`config.mk`:
```
export PLATFORM = sky130hd
export DESIGN_NAME = axis_block_decimator
export DESIGN_NICKNAME = d
export VERILOG_FILES = /design/src/rtl/ds_pkg.sv /design/src/rtl/ds_group_acc.sv /design/src/rtl/axis_block_decimator.sv
export SDC_FILE = /design/constraint.sdc
export NUM_CORES = 1
export LEC_CHECK = 0
export CAP_MARGIN = 20
export CORE_ASPECT_RATIO = 1.2
export CORE_MARGIN = 2
export CORE_UTILIZATION = 48
export CTS_CLUSTER_SIZE = 30
export DETAILED_ROUTE_END_ITERATION = 8
export PLACE_DENSITY = 0.79
export SYNTH_ARGS = -nofsm -noshare
export SYNTH_HDL_FRONTEND = slang
export SYNTH_SLANG_ARGS = --single-unit
```
`constraint.sdc`:
```
create_clock -name clk -period 10.71 [get_ports clk]
set_input_delay 2.142 -clock clk [delete_from_list [all_inputs] [get_ports clk]]
set_output_delay 2.142 -clock clk [all_outputs]
set_load 0.005 [all_outputs]
```
`src/rtl/ds_pkg.sv`:
```
`default_nettype none
// ============================================================================
//  Module   : ds_pkg
//  Brief    : Shared constants and state encoding for the DownSampler datapath
//             (block sampler -> block decimator -> sink).
//  Revision : 1.0  initial release
// ============================================================================
package ds_pkg;

    // Words per parallel block, also used by the upstream sampler
    localparam int DS_BLOCK_WORDS = 8;
    localparam int DS_IDX_W       = 3;

    // Headroom bits so that the sum of a full block never overflows
    localparam int DS_ACC_GUARD   = 3;

    typedef enum logic [1:0] {
        IDLE  = 2'd0,
        ACCUM = 2'd1,
        OUT   = 2'd2
    } ds_state_e;

    // Exact log2 for the supported power-of-two decimation factors
    function automatic int ds_log2(input int v);
        int r;
        r = 0;
        for (int i = 0; i < 31; i++) begin
            if ((1 << i) == v) begin
                r = i;
            end
        end
        return r;
    endfunction

endpackage : ds_pkg
`default_nettype wire

```
`src/rtl/ds_group_acc.sv`:
```
`default_nettype none
// ============================================================================
//  Module   : ds_group_acc
//  Brief    : Extends one block word, adds it to the running group sum and
//             produces the group average (sum >> log2(DECIM)).
//  Revision : 1.0  initial release
// ============================================================================
module ds_group_acc
    import ds_pkg::*;
#(
    parameter int DATA_W = 32,
    parameter int DECIM  = 2,
    parameter int SIGNED = 0
) (
    input  logic [DATA_W+DS_ACC_GUARD-1:0] acc_i,
    input  logic [DATA_W-1:0]              word_i,
    output logic [DATA_W+DS_ACC_GUARD-1:0] sum_o,
    output logic [DATA_W-1:0]              avg_o
);

    localparam int c_ACC_W = DATA_W + DS_ACC_GUARD;
    localparam int c_SHIFT = ds_log2(DECIM);

    logic [c_ACC_W-1:0] w_ext;

    generate
        if (SIGNED != 0) begin : g_sext
            assign w_ext = {{DS_ACC_GUARD{word_i[DATA_W-1]}}, word_i};
        end else begin : g_zext
            assign w_ext = {{DS_ACC_GUARD{1'b0}}, word_i};
        end
    endgenerate

    assign sum_o = acc_i + w_ext;

    // Signed mode rounds toward -inf via arithmetic shift
    generate
        if (SIGNED != 0) begin : g_ashift
            assign avg_o = DATA_W'($signed(sum_o) >>> c_SHIFT);
        end else begin : g_lshift
            assign avg_o = DATA_W'(sum_o >> c_SHIFT);
        end
    endgenerate

endmodule : ds_group_acc
`default_nettype wire

```
`src/rtl/axis_block_decimator.sv`:
```
`default_nettype none
// ============================================================================
//  Module   : axis_block_decimator
//  Brief    : Accepts one 8-word parallel block, averages each group of DECIM
//             consecutive words and emits 8/DECIM samples as a serial
//             AXI4-Stream with tlast on the final sample of the block.
//  Revision : 1.0  initial release
// ============================================================================
module axis_block_decimator
    import ds_pkg::*;
#(
    parameter int DATA_W = 32,
    parameter int DECIM  = 2,
    parameter int SIGNED = 0
) (
    input  logic              clk,
    input  logic              reset,
    input  logic [DATA_W-1:0] s_axis_tdata0,
    input  logic [DATA_W-1:0] s_axis_tdata1,
    input  logic [DATA_W-1:0] s_axis_tdata2,
    input  logic [DATA_W-1:0] s_axis_tdata3,
    input  logic [DATA_W-1:0] s_axis_tdata4,
    input  logic [DATA_W-1:0] s_axis_tdata5,
    input  logic [DATA_W-1:0] s_axis_tdata6,
    input  logic [DATA_W-1:0] s_axis_tdata7,
    input  logic              s_axis_tvalid,
    output logic              s_axis_tready,
    output logic [DATA_W-1:0] m_axis_tdata,
    output logic              m_axis_tvalid,
    input  logic              m_axis_tready,
    output logic              m_axis_tlast
);

    localparam int                c_ACC_W     = DATA_W + DS_ACC_GUARD;
    localparam logic [DS_IDX_W-1:0] c_GRP_MASK  = DS_IDX_W'(DECIM - 1);
    localparam logic [DS_IDX_W-1:0] c_LAST_IDX  = DS_IDX_W'(DS_BLOCK_WORDS - 1);

    generate
        if (!(DECIM == 1 || DECIM == 2 || DECIM == 4 || DECIM == 8)) begin : g_bad_decim
            $error("axis_block_decimator: DECIM must be 1, 2, 4 or 8");
        end
    endgenerate

    ds_state_e            state_q, state_d;
    logic [DS_IDX_W-1:0]  idx_q, idx_d;
    logic [c_ACC_W-1:0]   acc_q, acc_d;
    logic                 s_ready_q, s_ready_d;
    logic                 m_valid_q, m_valid_d;
    logic                 m_last_q, m_last_d;
    logic [DATA_W-1:0]    m_data_q, m_data_d;
    logic [DATA_W-1:0]    blk_q [DS_BLOCK_WORDS];
    logic [DATA_W-1:0]    w_in  [DS_BLOCK_WORDS];
    logic                 w_blk_load;
    logic [DATA_W-1:0]    w_word;
    logic [c_ACC_W-1:0]   w_sum;
    logic [DATA_W-1:0]    w_avg;
    logic                 w_grp_last;
    logic                 w_word_last;

    assign w_in[0] = s_axis_tdata0;
    assign w_in[1] = s_axis_tdata1;
    assign w_in[2] = s_axis_tdata2;
    assign w_in[3] = s_axis_tdata3;
    assign w_in[4] = s_axis_tdata4;
    assign w_in[5] = s_axis_tdata5;
    assign w_in[6] = s_axis_tdata6;
    assign w_in[7] = s_axis_tdata7;

    assign w_word      = blk_q[idx_q];
    assign w_grp_last  = ((idx_q & c_GRP_MASK) == c_GRP_MASK);
    assign w_word_last = (idx_q == c_LAST_IDX);

    ds_group_acc #(
        .DATA_W (DATA_W),
        .DECIM  (DECIM),
        .SIGNED (SIGNED)
    ) u_group_acc (
        .acc_i  (acc_q),
        .word_i (w_word),
        .sum_o  (w_sum),
        .avg_o  (w_avg)
    );

    // Block register: captured only on the accept handshake, so later input
    // changes or extra tvalid pulses cannot disturb the block being reduced
    always_ff @(posedge clk or posedge reset) begin
        if (reset) begin
            for (int i = 0; i < DS_BLOCK_WORDS; i++) begin
                blk_q[i] <= '0;
            end
        end else if (w_blk_load) begin
            for (int i = 0; i < DS_BLOCK_WORDS; i++) begin
                blk_q[i] <= w_in[i];
            end
        end
    end

    // State and registered-output update
    always_ff @(posedge clk or posedge reset) begin
        if (reset) begin
            state_q   <= IDLE;
            idx_q     <= '0;
            acc_q     <= '0;
            s_ready_q <= 1'b0;
            m_valid_q <= 1'b0;
            m_last_q  <= 1'b0;
            m_data_q  <= '0;
        end else begin
            state_q   <= state_d;
            idx_q     <= idx_d;
            acc_q     <= acc_d;
            s_ready_q <= s_ready_d;
            m_valid_q <= m_valid_d;
            m_last_q  <= m_last_d;
            m_data_q  <= m_data_d;
        end
    end

    // Next-state and next-output logic
    always_comb begin
        state_d    = state_q;
        idx_d      = idx_q;
        acc_d      = acc_q;
        s_ready_d  = s_ready_q;
        m_valid_d  = m_valid_q;
        m_last_d   = m_last_q;
        m_data_d   = m_data_q;
        w_blk_load = 1'b0;

        case (state_q)
            IDLE: begin
                s_ready_d = 1'b1;
                if (s_ready_q && s_axis_tvalid) begin
                    w_blk_load = 1'b1;
                    idx_d      = '0;
                    acc_d      = '0;
                    s_ready_d  = 1'b0;
                    state_d    = ACCUM;
                end
            end
            ACCUM: begin
                idx_d = idx_q + 1'b1;
                if (w_grp_last) begin
                    acc_d     = '0;
                    m_data_d  = w_avg;
                    m_valid_d = 1'b1;
                    m_last_d  = w_word_last;
                    state_d   = OUT;
                end else begin
                    acc_d = w_sum;
                end
            end
            OUT: begin
                // tvalid is always high in this state, so tready alone completes the handshake
                if (m_axis_tready) begin
                    m_valid_d = 1'b0;
                    m_last_d  = 1'b0;
                    if (m_last_q) begin
                        s_ready_d = 1'b1;
                        state_d   = IDLE;
                    end else begin
                        state_d   = ACCUM;
                    end
                end
            end
            default: begin
                state_d = IDLE;
            end
        endcase
    end

    assign s_axis_tready = s_ready_q;
    assign m_axis_tvalid = m_valid_q;
    assign m_axis_tlast  = m_last_q;
    assign m_axis_tdata  = m_data_q;

endmodule : axis_block_decimator
`default_nettype wire

```
# After elaboration in Yosys (flattened, before gate mapping)
# Index checks and enable logic that the tools add are counted.
[classes]
addsub = 2
n_lt_le_gt_ge = 1
n_eq_ne = 7
n_mux = 24
bitwise_logic = 1
reduce_logical = 10
[op_table]
columns = ["op", "count"]
rows = [
  ["32-bit binary-select mux with 3-bit select", 1],
  ["35-bit 2-to-1 mux", 2],
  ["35-bit one-hot mux with 2 select lines", 1],
  ["32-bit 2-to-1 mux", 2],
  ["35-bit by 32-bit adder with 35-bit output", 1],
  ["1-bit 2-to-1 mux", 9],
  ["3-bit AND reduction", 3],
  ["2-bit inequality test (second input constant)", 4],
  ["2-bit 2-to-1 mux", 3],
  ["1-bit one-hot mux with 2 select lines", 3],
  ["2-bit one-hot mux with 3 select lines", 1],
  ["3-bit one-hot mux with 2 select lines", 1],
  ["2-bit nonzero test", 3],
  ["4-bit greater-or-equal comparator (second input constant)", 1],
  ["3-bit inverter with 4-bit output", 1],
  ["2-bit AND reduction", 2],
  ["3-bit by 1-bit adder with 3-bit output (second input constant)", 1],
  ["3-bit == test (second input constant)", 1],
  ["3-bit 2-to-1 mux", 1],
  ["2-bit by 1-bit == test with 1-bit output (second input constant)", 1],
  ["2-bit == test (second input constant)", 1],
  ["2-bit logical NOT", 1],
  ["1-bit logical AND", 1],
]
[word_totals]
regBits = 331
input_bits = 260
output_inout_bits = 35
wordCells = 60

# Logic depth before layout (Yosys ltp)
[logic_depth]
ltp_word = 7
depth_mapped = 15
mapped_depth_nobuf = 13

# Modules after synthesis
# Synthesis repeated with hierarchy kept, for this count alone.
[unflattened]
hier_cells = 1168
area_unflattened_um2 = 16579.7
[by_module_without_submodules]
columns = ["mod", "instances", "cells_each", "area_per_inst_um2", "seq_area_each_um2"]
rows = [
  ["axis_block_decimator", 1, 839, 14310.0, 8282.9],
  ["ds_group_acc", 1, 329, 2269.7, 0.0],
]

# Least setup slack after synthesis
# OpenSTA, ideal clock, no wires.
[synth_path]
kind = "flip-flop to flip-flop"
start = "register idx_q[0]"
end = "register acc_q[24]"
setup_ns = 0.122
t_arrival_ns = 3.844
t_required_ns = 10.588
path_slack_ns = 6.744
stages_incl_launch_ff = 16
n_path_buf = 2
synth_period_minus_slack_ns = 3.966
path_cell_list = "dfrtp_1 clkbuf_1 buf_1 mux4_2 mux2_2 ha_1 inv_1 fa_1 and2b_1 o2111ai_1 a21oi_1 o31ai_1 a211oi_2 o21bai_1 nand3_1 a32o_1"
[synth_via]
elab_chain_len = 7
[synth_lines]
columns = ["item", "line", "rtl"]
rows = [
  ["start: declaration", "axis_block_decimator.sv:45", "logic [DS_IDX_W-1:0] idx_q, idx_d;"],
  ["start signal: assignment", "axis_block_decimator.sv:110", "idx_q <= idx_d;"],
  ["3-bit inverter with 4-bit output (implied by the code)", "axis_block_decimator.sv:69", "assign w_word = blk_q[idx_q];"],
  ["32-bit binary-select mux with 3-bit select", "axis_block_decimator.sv:69", ""],
  ["32-bit 2-to-1 mux (implied by the code) (2 in a row)", "axis_block_decimator.sv:69", ""],
  ["35-bit by 32-bit adder with 35-bit output", "ds_group_acc.sv:34", "assign sum_o = acc_i + w_ext;"],
  ["35-bit 2-to-1 mux (*)", "axis_block_decimator.sv:143", "if (w_grp_last) begin"],
  ["35-bit one-hot mux with 2 select lines (*)", "axis_block_decimator.sv:130", "case (state_q)"],
  ["end signal: assignment", "axis_block_decimator.sv:103", "acc_q <= '0;"],
  ["end signal: assignment", "axis_block_decimator.sv:111", "acc_q <= acc_d;"],
  ["end: declaration", "axis_block_decimator.sv:46", "logic [c_ACC_W-1:0] acc_q, acc_d;"],
]
# Every way passes the cells marked *; elsewhere a longest branch is shown, timed or not. The select of a mux whose other input is x is not followed.
# A chain may end at the register's enable or synchronous reset.

# Final worst setup path
[layout_path]
start = "register idx_q[0]"
end = "register acc_q[29]"
# Same word-level chain as after synthesis.

==> summary.md <==
| Metric | Value |
|---|---|
| Result of the run | finished clean |
| Post-synthesis cell type count | 64 |
| Kind of critical path | register to register |
| Peak clock frequency supported by timing | approximately 0.22 GHz |
| # H-tree levels | 2 |
| Post-synthesis to final-layout area growth | 28.2% |
| Post-Place Cell Area | ~0.019 mm^2 |
| Startpoint kind of the worst setup timing path | register |
| Worst clock skew on the final layout | roughly 0.021 ns |
| Overall track demand over capacity in global routing | a little over a fifth |
| Final cycle utilization of the critical path | 42.5% |
| Critical path arrival | 4.95 ns |
| Number of buffers inserted during clock tree synthesis | 37 |
| Violation count after the first detailed-route iteration | between 400 and 500 |
| Number of global-route vias before repair | 11000 |
| Pins Over Slew Limit | 0 |
| Syn_nets | about 1500 |
| Most used cells in the layout excluding fill and tap cells | 326 x dfrtp_1, 294 x clkdlybuf4s50_1, 287 x mux2_2, 89 x nand2_1, 66 x o21ai_0 |
| Number of storage elements in the synthesis netlist | ~330 |
| Cell leakage power | 8.40 nW |
| Wire length of the first global-routing pass | around 58 mm |
| Setup repair after global routing missed its margin | false |
| Area of the core | 0.0329 mm^2 |
| Cts-stage hold buffer count | 0 |
| Highest routing layer actually used | met4 |
| Worst flop-to-flop path endpoint | acc_q[29]$_DFFE_PP0P_ |
| Switching power of the nets | 2.37 mW |
| Largest stage delay on the critical path | 0.97 ns |
| Drt first pass iters | 4 |
| Initial core utilization | 48.4% |
| Post-CTS repair timing setup buffer count | 0 |
| # resized after CTS | 0 |
| Leftover overflow at the end of global routing | 0 |
| Final Net Count | approximately 1700 |
| Final Wtd Congestion | a little under 0.9 |
| Switching share of power | 35.3% |
| Largest driver fanout on the critical path | 45 |
| Layout cell share with drive strength beyond 1 | just over 30% |
| Via/cell ratio | 5.56 |
| Post-synth EDFFs | 0 |
| Yosys warns | 0 |
| Largest net degree at the start of global routing | ~180 |
| Cell seen most often among critical-path stages | a21o_1 |
| Routed wire length on met2 | 18.9 mm |
| Port Buffers | 294 |
| Max-cap violations | 0 |
| Number of cells produced by synthesis | between 1000 and 1500 |
| Min Clock Period, post-route | 4.56 ns |
| Finished layout cell area | 0.0204 mm^2 |
| Final Hold Viols | 0 |
| CTS root buf | clkbuf_16 |
| Setup slack after placement | approximately 5.8 ns |
| Total number of vias | approximately 10000 |
| Clock slew at the register clock pins of the worst setup and hold paths | 0.06 ns |
| Least setup slack across all paths after layout | 6.15 ns |
| Setup Total Neg Slack | 0 ns |
| Measured slew at the worst slew-check pin | 1.01 ns |
| Sequential group share of total power | 33.5% |
| Routed length on met3 | 1.98 mm |
| Wire length the detailed router placed on met1 | 14.9 mm |
| I/O Pins | 295 |
| Most common library cell in the layout ignoring fill and taps | dfrtp_1 |
| Setup violations, final | 0 |
| Syn_area_per_cell | 13.7 um^2 |
| Detailed Place HPWL | 25.6 mm |
| Die height | 203 um |
| Min-Delay Path Depth | 2 |
| Relative slew margins | 32.5% |
| Core Rows | 73 |
| Worst VDD drop | 0.000146 V |
| Hold Path Class | register to register |
| Residual DRC | 0 |
| Antenna-violating nets left | 0 |
| Clock network latency to the later pin of the worst-skew pair | between 0.5 and 0.6 ns |
| Die Width | 170 um |
| Num Clock Sinks | around 330 |
| Part of the Yosys area used for sequential elements | between 50% and 60% |
| Total standard cell area after synthesis | ~0.016 mm^2 |
| Post-synthesis async set-or-reset flop share | between 90% and 100% |
| Aggregate routed wire length | about 37 mm |
| Antenna Diode Count | 0 |
| Hold worst-path end | m_axis_tdata[16]$_DFFE_PP0P_ |
| Number of buffers on the longest clock path | 3 |
| Clock tree from TritonCTS | yes |
| Cell with the largest stage delay on the worst path | dfrtp_4 |
| Launching point of the worst reg2reg path | idx_q[0]$_DFFE_PP0P_ |
| Clock power share | between 10% and 20% |
| Data required time at the worst endpoint | 11.10 ns |
| Area enclosed by the die boundary | 0.0346 mm^2 |
| Share of power burned in combinational logic | 47.6% |
| Antenna violations before repair | 0 |
| Minimum setup slack among reg-to-reg paths | 6.15 ns |
| Ordered list of cells on the worst path | buf_4, mux4_2, mux2_2, ha_1, a21o_1, a21o_1, a21oi_1, o21ai_0, a31oi_1, o31ai_4, xnor2_1, o21ai_1 |
| Final routed wire length divided by cell count | ~20 um |
| Number of cells traversed by the worst register-to-register path | 12 |
| Endpoint type of the worst setup path | register |
| Power Internal | 4.34 mW |
| Power per standard cell area | 329 mW/mm^2 |
| Startpoint of the tightest hold check path | m_axis_tdata[16]$_DFFE_PP0P_ |
| Most common flop cell mapped by yosys | dfrtp_1 |
[worst max-delay path by stage]
stage | from | endpoint | depth (start not counted)
2_1_floorplan | reset | acc_q[0]$_DFFE_PP0P_ | 1
3_3_place_gp | s_axis_tvalid | blk_q[177]$_DFFE_PP0P_ | 6
3_5_place_dp | s_axis_tvalid | blk_q[53]$_DFFE_PP0P_ | 6
4_1_cts | idx_q[0]$_DFFE_PP0P_ | acc_q[32]$_DFFE_PP0P_ | 12
5_1_grt | idx_q[0]$_DFFE_PP0P_ | acc_q[32]$_DFFE_PP0P_ | 12
6_report | idx_q[0]$_DFFE_PP0P_ | acc_q[29]$_DFFE_PP0P_ | 12
[power by group through the flow]
| stage | Combinational (mW) | Clock (mW) | Sequential (mW) |
|---|---|---|---|
| final | 3.20 | 1.26 | 2.25 |
| after global routing | 3.49 | 1.36 | 2.34 |
| after CTS | 3.21 | 1.30 | 2.26 |
| after detailed placement | 3.19 | 0 | 2.28 |
| after global placement | 3.11 | 0 | 2.24 |
| after floorplan | 2.56 | 0 | 2.09 |
[sequential cells by signal (all words and copies together), names as in the netlist]
register	count
m_axis_tlast	1
m_axis_tvalid	1
idx_q	3
m_axis_tdata	32
acc_q	33
blk_q	256
s_axis_tready	1
state_q	2
[area by class of cell]
type	instances	area (um^2)
sequential	329	8240
inverter	10	41.3
timing repair buffer	306	3090
fill	2519	12500
multi-input combinational	753	7290
tap	412	515
clock buffer	55	1110
clock inverter	9	105
[layer usage]
layer  vias up  GRT usage (%)
met3        63           4.29
met5         -              0
met2       272           37.3
met4         0           6.93
met1      5258           26.6
li1       4825              -
[worst max-delay path, delay by kind of cell (launching register included)]
family / cells / cell delay [ns]
mux: 2 / 0.87
xor+xnor: 1 / 0.23
fa+ha+maj: 1 / 0.39
buf+inv: 1 / 0.62
compound gates: 7 / 1.33
flops: 1 / 0.97
[synth_stat cells (3+ instances only)]
master,number,area share (%)
dfrtp_1,329,52
mux2_2,287,20
nand2_1,90,2.1
o21ai_0,66,2.1
mux4_2,64,9.1
a21oi_1,36,1.1
ha_1,34,2.7
buf_2,30,0.94
clkbuf_1,29,0.68
nor2_1,24,0.57
a21o_1,16,0.76
xor2_1,15,0.83
xnor2_1,14,0.77
nand3_1,13,0.41
o21ai_1,12,0.38
inv_1,10,0.24
buf_1,7,0.17
a31oi_1,5,0.20
nand4_1,5,0.20
and2_1,4,0.16
nor2b_1,4,0.16
a21oi_2,3,0.17
a22o_1,3,0.17
a31o_2,3,0.17
and3_1,3,0.12
nand2b_1,3,0.12
nor3_1,3,0.094
o21ai_2,3,0.17
o21bai_1,3,0.14
[through the flow]
stage               util [%]  power [mW]  hold slack [ns]  std cells
global route            62.0        7.18            0.513       1874
finish                  62.0        6.71            0.477       1874
detailed placement      58.1        5.46            0.470       1808
global placement        58.1        5.35            0.462       1808
CTS                     61.8        6.77            0.483       1872
floorplan                  -        4.66            0.455       1163
[cells by family after synthesis]
kind of cell,Yosys count,share of synthesized area (%)
AOI/OAI and AO/OA,180,7.63
xor gates and xnor gates,29,1.60
adders and majority gates,35,2.80
buffers and inverters,81,2.42
DFF,329,51.8
muxes,352,29.5
and+or+nand+nor,157,4.32
Note: power is estimated with default switching activity, not from simulation.
